==> src/rtl/frac_lut_k.sv <==
// Fracturable K-input LUT with a serial configuration chain, a load-integrity
// state machine and per-output registered/bypass selection.
module frac_lut_k #(
    parameter int K = 4
) (
    input  logic         clk,
    input  logic         reset,
    input  logic [0:K-1] in,
    input  logic         cfg_en,
    input  logic         ccff_head,
    output logic         ccff_tail,
    output logic [0:1]   lut_k1_out,
    output logic [0:0]   lut_k_out,
    output logic         cfg_valid,
    output logic         cfg_err
);

    localparam int SRAM_N  = 2 ** K;
    localparam int CFG_LEN = SRAM_N + 3;
    localparam int CNT_W   = $clog2(CFG_LEN + 2);
    localparam logic [CNT_W-1:0] CNT_FULL = CNT_W'(CFG_LEN);
    localparam logic [CNT_W-1:0] CNT_MAX  = CNT_W'(CFG_LEN + 1);

    typedef enum logic [1:0] {
        ST_IDLE   = 2'd0,
        ST_LOAD   = 2'd1,
        ST_ACTIVE = 2'd2
    } state_t;

    state_t              state_r;
    state_t              state_next_s;
    logic [CNT_W-1:0]    cnt_r;
    logic [CNT_W-1:0]    cnt_next_s;
    logic                err_next_s;
    logic                cfg_err_r;
    logic                cfg_valid_r;
    logic [CFG_LEN-1:0]  cfg_r;
    logic [SRAM_N-1:0]   sram_s;
    logic                mode_s;
    logic                reg_k1_s;
    logic                reg_k_s;
    logic [K-2:0]        addr_lo_s;
    logic                top_s;
    logic                raw_k_s;
    logic [1:0]          raw_k1_s;
    logic                ff_k_r;
    logic [1:0]          ff_k1_r;

    assign sram_s    = cfg_r[SRAM_N-1:0];
    assign mode_s    = cfg_r[SRAM_N];
    assign reg_k1_s  = cfg_r[SRAM_N+1];
    assign reg_k_s   = cfg_r[SRAM_N+2];
    assign ccff_tail = cfg_r[CFG_LEN-1];
    assign cfg_valid = cfg_valid_r;
    assign cfg_err   = cfg_err_r;

    // Configuration shift chain; reset wins over a concurrent shift request.
    always_ff @(posedge clk) begin
        if (reset) begin
            cfg_r <= '0;
        end else if (cfg_en) begin
            cfg_r <= {cfg_r[CFG_LEN-2:0], ccff_head};
        end
    end

    // LUT address decode; mode forces the top input high so lut_k tracks the upper half.
    always_comb begin
        addr_lo_s = '0;
        for (int i = 0; i < K - 1; i++) begin
            addr_lo_s[i] = in[i];
        end
        top_s       = in[K-1] | mode_s;
        raw_k_s     = sram_s[{top_s, addr_lo_s}];
        raw_k1_s[0] = sram_s[{1'b0, addr_lo_s}];
        raw_k1_s[1] = sram_s[{1'b1, addr_lo_s}];
    end

    // Load-integrity next-state logic and bit counter.
    always_comb begin
        state_next_s = state_r;
        cnt_next_s   = cnt_r;
        err_next_s   = 1'b0;
        case (state_r)
            ST_IDLE: begin
                if (cfg_en) begin
                    state_next_s = ST_LOAD;
                    cnt_next_s   = CNT_W'(1);
                end else begin
                    cnt_next_s   = '0;
                end
            end
            ST_LOAD: begin
                if (cfg_en) begin
                    if (cnt_r != CNT_MAX) begin
                        cnt_next_s = cnt_r + CNT_W'(1);
                    end else begin
                        cnt_next_s = cnt_r;
                    end
                end else if (cnt_r == CNT_FULL) begin
                    state_next_s = ST_ACTIVE;
                    cnt_next_s   = '0;
                end else begin
                    state_next_s = ST_IDLE;
                    cnt_next_s   = '0;
                    err_next_s   = 1'b1;
                end
            end
            ST_ACTIVE: begin
                if (cfg_en) begin
                    state_next_s = ST_LOAD;
                    cnt_next_s   = CNT_W'(1);
                end else begin
                    cnt_next_s   = cnt_r;
                end
            end
            default: begin
                state_next_s = ST_IDLE;
                cnt_next_s   = '0;
            end
        endcase
    end

    // State, counter and status registers.
    always_ff @(posedge clk) begin
        if (reset) begin
            state_r     <= ST_IDLE;
            cnt_r       <= '0;
            cfg_err_r   <= 1'b0;
            cfg_valid_r <= 1'b0;
        end else begin
            state_r     <= state_next_s;
            cnt_r       <= cnt_next_s;
            cfg_err_r   <= err_next_s;
            cfg_valid_r <= (state_next_s == ST_ACTIVE);
        end
    end

    // Output flip-flops capture only while staying ACTIVE; leaving ACTIVE clears them.
    always_ff @(posedge clk) begin
        if (reset) begin
            ff_k_r  <= 1'b0;
            ff_k1_r <= 2'b00;
        end else if ((state_r == ST_ACTIVE) && !cfg_en) begin
            ff_k_r  <= raw_k_s;
            ff_k1_r <= raw_k1_s;
        end else begin
            ff_k_r  <= 1'b0;
            ff_k1_r <= 2'b00;
        end
    end

    // Registered/bypass output selection, gated to zero outside ACTIVE.
    always_comb begin
        lut_k1_out = 2'b00;
        lut_k_out  = 1'b0;
        if (state_r == ST_ACTIVE) begin
            lut_k1_out[0] = reg_k1_s ? ff_k1_r[0] : raw_k1_s[0];
            lut_k1_out[1] = reg_k1_s ? ff_k1_r[1] : raw_k1_s[1];
            lut_k_out[0]  = reg_k_s  ? ff_k_r     : raw_k_s;
        end else begin
            lut_k1_out = 2'b00;
            lut_k_out  = 1'b0;
        end
    end

endmodule

==> config.mk <==
export PLATFORM = sky130hd
export DESIGN_NAME = frac_lut_k
export DESIGN_NICKNAME = d
export VERILOG_FILES = /design/src/rtl/frac_lut_k.sv
export SDC_FILE = /design/constraint.sdc
export NUM_CORES = 1
export LEC_CHECK = 0
export BUFFER_PORTS_ARGS = -buffer_cell sky130_fd_sc_hd__buf_2
export CAP_MARGIN = 40
export CORE_MARGIN = 3
export CORE_UTILIZATION = 56
export DETAILED_ROUTE_END_ITERATION = 12
export PLACE_DENSITY = 0.82
export SKIP_CTS_REPAIR_TIMING = 1
export SKIP_LAST_GASP = 1
export SYNTH_ARGS = -nofsm -noshare
export SYNTH_HDL_FRONTEND = slang
export SYNTH_SLANG_ARGS = --single-unit
==> constraint.sdc <==
create_clock -name clk -period 5.6 [get_ports clk]
set_input_delay 1.4 -clock clk [delete_from_list [all_inputs] [get_ports clk]]
set_output_delay 1.4 -clock clk [all_outputs]
set_load 0.1 [all_outputs]
==> results.json, run 1 <==
{
  "status": "finished clean",
  "synthFlopType": "dfxtp_1",
  "synth_top_area_share_pct": 45.3,
  "grt_pass1_vias": 905,
  "ys_async_sr_fraction_pct": 0,
  "setup_violations": 0,
  "postRouteAntennaNets": 0,
  "dp_hpwl_mm": 1.67,
  "p_int_uw": 305,
  "dieArea_mm2": 0.00308,
  "max_stage_delay_ns": 0.56,
  "vias": 1009,
  "yosysMostFrequentCell": "dfxtp_1",
  "synth_common_cells": "dfxtp_1, nor2_1, mux2i_1",
  "drive_above_1_share_pct": 14.8,
  "num_rows": 17,
  "cp_num_cells": 6,
  "antenna_cells": 0,
  "grt_pass1_wl_mm": 4.19,
  "power_frac_seq_pct": 56.9,
  "synth_area_leader_cell": "dfxtp_1",
  "synth.area.top_cells": "dfxtp_1, mux2i_1, mux4_1",
  "p_comb_share_pct": 5.7,
  "cts.clk_slew.worst_paths_ns": 0.09,
  "period_needed_ns": 4.35,
  "cts_tree": "yes",
  "swShare_pct": 22.5,
  "core_region_area_mm2": 0.00228,
  "post_synth_num_cell_types": 28,
  "cts_made_buffers": 5,
  "place_congestion": 0.801,
  "grt_use_total_pct": 17.3,
  "worstSetupStartpointType": "input pin",
  "viasPerCell": 5.70,
  "max_clock_freq_ghz": 0.230,
  "cp.required_ns": 4.20,
  "path_class": "in2out",
  "cts.path.max_buffers": 2,
  "firstDrtPassIters": 4,
  "root_buffer": "clkbuf_4",
  "path_delay_family": "multiplexers",
  "post-route-drc-count": 0,
  "endpoint_kind": "output pin",
  "chipHeight_um": 55.5,
  "synth_area_mm2": 0.00137,
  "grt_max_degree": 29,
  "power_leakage_uw": 0.000650,
  "worst_pin_slew_ns": 0.695,
  "clock_latency_ns": 0.33,
  "yosysSeqAreaShare_pct": 45.3,
  "first_iter_violations": 16,
  "die_w_um": 55.5,
  "arrival_ns": 2.95,
  "switchingPower_uw": 88.8,
  "finalSetupTns_ns": 0,
  "rsz0062_at_grt": "no",
  "p_clk_share_pct": 37.5,
  "syn_inst": 135,
  "critical_path.cell_chain": "buf_2 -> mux4_1 -> mux2i_1 -> mux2i_1 -> o21a_1 -> buf_2",
  "skew_ns": 0.00537,
  "wl_per_cell_um": 13.6,
  "num-nets-final": 158,
  "h-tree-depth": 2,
  "ys_warn_count": 0,
  "ys_seq_elements": 31,
  "drv_slew": 0,
  "critPathBufInv": 2,
  "synth_nets": 145,
  "syn_to_final_growth_pct": 10.1,
  "drv_cap": 0,
  "start_util_pct": 60.2,
  "ir_drop_v": 0.000203,
  "pin_count": 14,
  "finalHoldViolations": 0,
  "portBuffers": 13,
  "design_area_mm2": 0.00151,
  "p_total_uw": 394,
  "cts_num_sinks": 31,
  "maxSlewHeadroom_pct": 53.7,
  "power-per-cell-area_mw_per_mm2": 261,
  "wl_mm": 2.41,
  "reg2regPathDepth": 6,
  "dpl_cell_area_mm2": 0.00144,
  "critPathMaxFanout": 4,
  "post-route-period-util_pct": 77.7,
  "min_path_cells": 2,
  "cp_slowest_cell": "mux4_1",
  "syn_area_per_cell_um2": 10.1,
  "antenna_found_initial": 0,
  "synth_edf_count": 0,
  "worst_hold_slack_ns": 0.496,
  "hp-class": "reg2reg",
  "overflow": 0
}
worst reg2reg max path, delay by kind of cell (launching register included):
family                     cells  cell delay [ns]
DFF                            1             0.39
and+or+nand+nor                2             0.58
AOI/OAI and AO/OA              2             0.34
adders and majority gates      1             0.19
buffers and inverters          1             0.06
metrics by stage:
| step | setup WS, ns | cells | utilization (%) |
|---|---|---|---|
| 6_report | 1.25 | 177 | 66.3 |
| 5_1_grt | 1.12 | 177 | 66.3 |
| 4_1_cts | 1.24 | 177 | 66.3 |
| 3_5_place_dp | 1.25 | 169 | 63.3 |
| 3_3_place_gp | 1.29 | 169 | 63.3 |
| 2_1_floorplan | 0.975 | 135 | - |
power groups by stage:
stage	Sequential [uW]	Combinational, uW	Clock, uW
4_1_cts	224	22.3	153
6_report	224	22.3	148
5_1_grt	224	24.3	159
3_5_place_dp	229	22.2	0
3_3_place_gp	229	21.8	0
2_1_floorplan	230	16.0	0
path summary, 6_finish.rpt:
| check | end | start | slack [ns] |
|---|---|---|---|
| worst min register to register | cnt_r[1] | cnt_r[1] | 0.50 |
| worst min-delay path | cnt_r[1] | cnt_r[1] | 0.50 |
| worst max-delay path | lut_k_out | in[0] | 1.25 |
| worst max register to register | cnt_r[4] | cnt_r[0] | 3.97 |
state kept, by name, summed over array words and instances (netlist names):
name / cells
ff_k_r: 1
cfg_valid: 1
state_r: 2
cfg_err: 1
cfg_r: 19
ff_k1_r: 2
cnt_r: 5
cell type report:
class	instances	area, um2
repair buffers	13	65.1
fillers	173	767
multi-input cells	93	704
well taps	28	35.0
inverters	4	15.0
clock buffers	8	68.8
flip-flops and latches	31	621
cell families (layout without fill, tap and decap cells):
family	count (synthesis)	in the layout	synth area share, %
multiplexers	26	26	23.7
XOR/XNOR	2	2	1.28
adder cells (fa/ha/maj)	2	2	1.83
AND/OR/NAND/NOR	46	46	16.3
buffers and inverters	11	25	3.29
AO/OA/AOI/OAI	17	17	8.22
flip-flops	31	31	45.3
per-layer routing:
layer | global-route usage [%] | routed length [um] | up-vias
li1 | - | - | 501
met1 | 20.7 | 1070 | 471
met2 | 27.7 | 1150 | 29
met3 | 4.44 | 120 | 8
met4 | 10.4 | 65 | 0
met5 | 0 | 0 | -
cell usage in the layout, fill, tap and decap left out, types with 3 or more instances in the layout:
cell and instances:
mux4_1 4, mux2i_1 22, clkbuf_4 5, a21oi_1 4, inv_1 4, dfxtp_1 31, a211oi_1 3, o21a_1 3
nor2_1 27, nand2_1 7, buf_2 13
Power figures use the tool's default switching activity.
==> inputs of run 2 (changes only) <==
ABC_AREA = 1   (was not set)
clock period = 4.29 ns   (was 5.6 ns; I/O delays follow)
==> run 2 against run 1 <==
Net effect: die area is 2.3% lower; hold slack better by 0.00051 ns; first-iteration DRC count is 44% higher; power is 32% higher; clock-buffer cell count unchanged; synthesized area shrank 2.6%; register-to-register slack worse by 1.1 ns.
==> results.json, run 2 <==
{
  "status": "finished clean",
  "chipHeight_um": 54.8,
  "reg2regPathDepth": 8,
  "path_class": "in2out",
  "cp.required_ns": 3.22,
  "power_leakage_uw": 0.000636,
  "portBuffers": 13,
  "worstReg2RegStart": "cnt_r[0]",
  "min-delay-start": "cfg_r[16]",
  "wl_mm": 2.62,
  "wl_met1_mm": 1.18,
  "period_needed_ns": 3.42,
  "largest_reg_flops": 19,
  "r2r_end": "cnt_r[1]",
  "cts_made_buffers": 5,
  "synth_top_area_share_pct": 46.5,
  "worstSetupStartpointType": "input pin",
  "synthFlopType": "dfxtp_1",
  "top_layer_used": "met4",
  "syn_inst": 178,
  "dp_hpwl_mm": 1.91,
  "wl_per_cell_um": 11.8,
  "antenna_found_initial": 0,
  "grt_max_degree": 23,
  "first_iter_violations": 23,
  "drv_slew": 0,
  "post-route-drc-count": 0,
  "critPathMaxFanout": 9,
  "core_region_area_mm2": 0.00223,
  "setup_violations": 0,
  "num_rows": 17,
  "overflow": 0,
  "die_w_um": 54.8,
  "antenna_cells": 0,
  "ys_seq_elements": 31,
  "cts.clk_slew.worst_paths_ns": 0.09,
  "drive_above_1_share_pct": 13.4,
  "vias": 1191,
  "ys_async_sr_fraction_pct": 0,
  "grt_pass1_vias": 1044,
  "power-per-cell-area_mw_per_mm2": 351,
  "fillers": 209,
  "layout_commonest_cell": "inv_1",
  "place_congestion": 0.913,
  "fin_util_pct": 66.3,
  "skew_ns": 0.00877,
  "finalSetupTns_ns": 0,
  "synth_common_cells": "inv_1, dfxtp_1, nand2_1",
  "worstHoldEndpoint": "cfg_r[17]",
  "firstDrtPassIters": 4,
  "top_register": "cfg_r",
  "yosysMostFrequentCell": "inv_1",
  "endpoint_kind": "output pin",
  "synth_edf_count": 0,
  "pin_count": 14,
  "start_util_pct": 59.7,
  "grt_pass1_wl_mm": 4.37,
  "hp-class": "reg2reg",
  "clock_latency_ns": 0.32,
  "dr_wl_met2_mm": 1.26,
  "synth_nets": 188,
  "arrival_ns": 2.35,
  "yosysSeqAreaShare_pct": 46.5,
  "post_synth_num_cell_types": 22,
  "ir_drop_v": 0.000301,
  "grt_use_total_pct": 20.8,
  "synth.area.top_cells": "dfxtp_1, inv_1, o22ai_1",
  "ys_warn_count": 0,
  "cts_tree": "yes",
  "max_clock_freq_ghz": 0.292,
  "syn_area_per_cell_um2": 7.49,
  "viasPerCell": 5.36,
  "dieArea_mm2": 0.00300,
  "layout_common_cells": "inv_1, dfxtp_1, nand2_1, nand3_1, o22ai_1",
  "h-tree-depth": 2,
  "post-route-period-util_pct": 79.8,
  "synth_area_mm2": 0.00133,
  "postRouteAntennaNets": 0,
  "cts.path.max_buffers": 2,
  "synth_area_leader_cell": "dfxtp_1",
  "drv_cap": 0,
  "rsz0062_at_grt": "no",
  "finalHoldViolations": 0,
  "syn_to_final_growth_pct": 11.0,
  "reg.largest.list": "cfg_r: 19 flops, cnt_r: 5 flops",
  "root_buffer": "clkbuf_4",
  "worst_pin_slew_ns": 0.663,
  "num-nets-final": 203,
  "ff2ff_setup_slack_ns": 2.92,
  "min_path_cells": 2,
  "wl_met3_um": 122,
  "maxSlewHeadroom_pct": 55.8,
  "cts_num_sinks": 31
}
-- run 2: kinds of logic after synthesis --
group	Yosys count	share of synthesized area, %
simple gates	67	22.1
buf+inv	42	12.1
compound gates	35	16.7
flops	31	46.5
fa+ha+maj	2	1.88
xor+xnor	1	0.657
-- run 2: final cells by class --
type,instances,area (um2),share of cell area (%)
inverter,37,139,9.38
timing repair buffer,13,65.1,4.40
tap,28,35.0,2.37
multi-input combinational,105,552,37.3
sequential,31,621,41.9
clock buffer,8,68.8,4.65
-- run 2: per-layer routing --
| metal | GRT usage [%] | vias up |
|---|---|---|
| li1 | - | 612 |
| met1 | 25.1 | 544 |
| met2 | 33.1 | 28 |
| met3 | 5.72 | 7 |
| met4 | 11.2 | 0 |
| met5 | 0 | - |
-- run 2: worst max-delay path by stage --
| stage | startpoint | endpoint | cells after the start |
|---|---|---|---|
| 3_3_place_gp | in[0] | lut_k_out | 10 |
| 3_5_place_dp | in[0] | lut_k_out | 10 |
| 4_1_cts | in[0] | lut_k_out | 10 |
| 2_1_floorplan | in[0] | lut_k1_out[0] | 7 |
| 5_1_grt | in[0] | lut_k_out | 10 |
| 6_report | in[0] | lut_k_out | 10 |
-- run 2: critical path, stage by stage --
cell and delay, ns:
buf_2 0.17, inv_2 0.10, nand2_1 0.08, nand3_1 0.09
nand3_1 0.13, nand3_1 0.11, nand3_1 0.09, nand2_1 0.05
inv_1 0.04, buf_2 0.41
-- run 2: power by group --
group | internal (uW) | switching [uW]
Sequential | 290 | 1.69
Combinational | 11.8 | 25.6
Clock | 96.4 | 93.4
-- run 2: stage by stage --
stage               setup slack [ns]  cells  hold WS (ns)  instance area, um2  total power, uW
floorplan                      0.166    178         0.432                1330              326
global placement               0.975    214         0.447                1410              334
detailed placement             0.905    214         0.463                1410              335
CTS                            0.901    222         0.485                1480              526
global route                   0.771    222         0.526                1480              544
finish                         0.867    222         0.497                1480              519
==> inputs of run 3 (changes only) <==
clock period = 3.4 ns   (was 4.29 ns; I/O delays follow)
==> run 3 against run 2 <==
Net effect: utilization fell by 0.90 points; non-clock buffer count did not move; via count fell by 1.8%; hold slack got worse by 0.015 ns; wire length fell by 2.4%; first-iteration DRC count rose by 130%; clock skew rose by 0.00081 ns; global-route usage fell by 0.79 points; design area fell by 1.4%.
==> results.json, run 3 (synthesized netlist as in run 2, its figures left out) <==
{
  "dp_hpwl_mm": 1.89,
  "h-tree-depth": 2,
  "finalHoldViolations": 0,
  "critical_path.cell_chain": "buf_2 -> inv_2 -> nand2_1 -> nand3_1 -> nand3_1 -> nand3_1 -> nand3_1 -> nand2_1 -> inv_1 -> buf_2",
  "antenna_found_initial": 0,
  "max_stage_delay_ns": 0.41,
  "period_needed_ns": 2.95,
  "overflow": 0,
  "critPathMaxFanout": 9,
  "grt_max_degree": 23,
  "firstDrtPassIters": 4,
  "endpoint_kind": "output pin",
  "rsz0062_at_grt": "no",
  "drv_cap": 0,
  "root_buffer": "clkbuf_4",
  "worst_hold_slack_ns": 0.482,
  "design_area_mm2": 0.00146,
  "chipHeight_um": 54.8,
  "portBuffers": 13,
  "cts_made_buffers": 5,
  "power_leakage_uw": 0.000621,
  "post-route-period-util_pct": 86.7,
  "multi_input_area_um2": 559,
  "worstSetupStartpointType": "input pin",
  "worst_pin_slew_ns": 0.672,
  "num-nets-final": 203,
  "cts.clk_slew.worst_paths_ns": 0.08,
  "place_congestion": 0.867,
  "cp_slowest_cell": "buf_2",
  "max_clock_freq_ghz": 0.339,
  "cp.required_ns": 2.55,
  "drv_slew": 0,
  "cts.path.max_buffers": 2,
  "status": "finished clean",
  "top_register": "cfg_r",
  "layout_common_cells": "inv_1, dfxtp_1, nand2_1, nand3_1, o22ai_1",
  "setup_violations": 0,
  "antenna_cells": 0,
  "pin_count": 14,
  "dp.cells": 214,
  "wl_mm": 2.56,
  "cts_tree": "yes",
  "dpl_cell_area_mm2": 0.00142,
  "wl_per_cell_um": 11.6,
  "start_util_pct": 59.7,
  "fin_util_pct": 65.4,
  "post-route-drc-count": 0,
  "fillers": 187,
  "ir_drop_v": 0.000292,
  "arrival_ns": 2.10,
  "viasPerCell": 5.32,
  "finalSetupTns_ns": 0,
  "hp-class": "reg2reg",
  "grt_pass1_vias": 1016,
  "num_rows": 17,
  "path_class": "in2out",
  "skew_ns": 0.00958,
  "vias": 1170,
  "syn_to_final_growth_pct": 9.47,
  "reg.largest.list": "cfg_r: 19 flops, cnt_r: 5 flops",
  "largest_reg_flops": 19,
  "maxSlewHeadroom_pct": 55.2,
  "core_region_area_mm2": 0.00223,
  "postRouteAntennaNets": 0,
  "power-per-cell-area_mw_per_mm2": 410,
  "first_iter_violations": 54,
  "cts_num_sinks": 31,
  "finalNonFillerCells": 220,
  "grt_pass1_wl_mm": 4.24,
  "dieArea_mm2": 0.00300,
  "final-seq-area_um2": 621,
  "clock_latency_ns": 0.32,
  "layout_commonest_cell": "inv_1",
  "die_w_um": 54.8,
  "cpMostUsedCell": "nand3_1",
  "grt_use_total_pct": 20.0,
  "drive_above_1_share_pct": 13.5
}
[run 3: cell types whose count changed in the layout (fill, tap and decap cells not counted), sizes merged]
cell	previous run	this run
clkbuf	8	6
[run 3: worst max-delay path, delay by kind of cell]
kind                   cells  cell delay, ns
buffers and inverters      4            0.73
AND/OR/NAND/NOR            6            0.51
[run 3: worst paths after layout]
kind	start	endpoint	slack, ns	depth (start not counted)
setup reg to reg	cnt_r[0]	cnt_r[3]	2.02	8
hold reg to reg	state_r[1]	state_r[0]	0.48	1
hold / removal	state_r[1]	state_r[0]	0.48	1
setup / recovery	in[0]	lut_k_out	0.45	10
[run 3: layer usage]
layer,routed length [um],global-route usage (%)
met3,168,5.99
met4,45,10.4
met5,0,0
met1,1110,25.5
met2,1230,30.1
[run 3: report_power, final]
group          internal, uW  leakage (uW)  total [uW]  switching [uW]
sequential              366      0.000251         368            2.16
combinational          14.9      0.000347        47.6            32.7
clock                  73.4     0.0000242         183             110
total                   454      0.000621         599             144
[run 3: area by class of cell]
type / instances / share of cell area [%]
clock buffers: 6 / 2.83
inverters: 37 / 9.51
multi-input cells: 105 / 38.3
flip-flops and latches: 31 / 42.5
well taps: 28 / 2.40
repair buffers: 13 / 4.46
[run 3: per-stage QoR]
stage	power [uW]	setup WS, ns
after global placement	422	0.526
final	599	0.454
after floorplan	412	0.273
after global routing	628	0.331
after detailed placement	423	0.457
after CTS	603	0.455
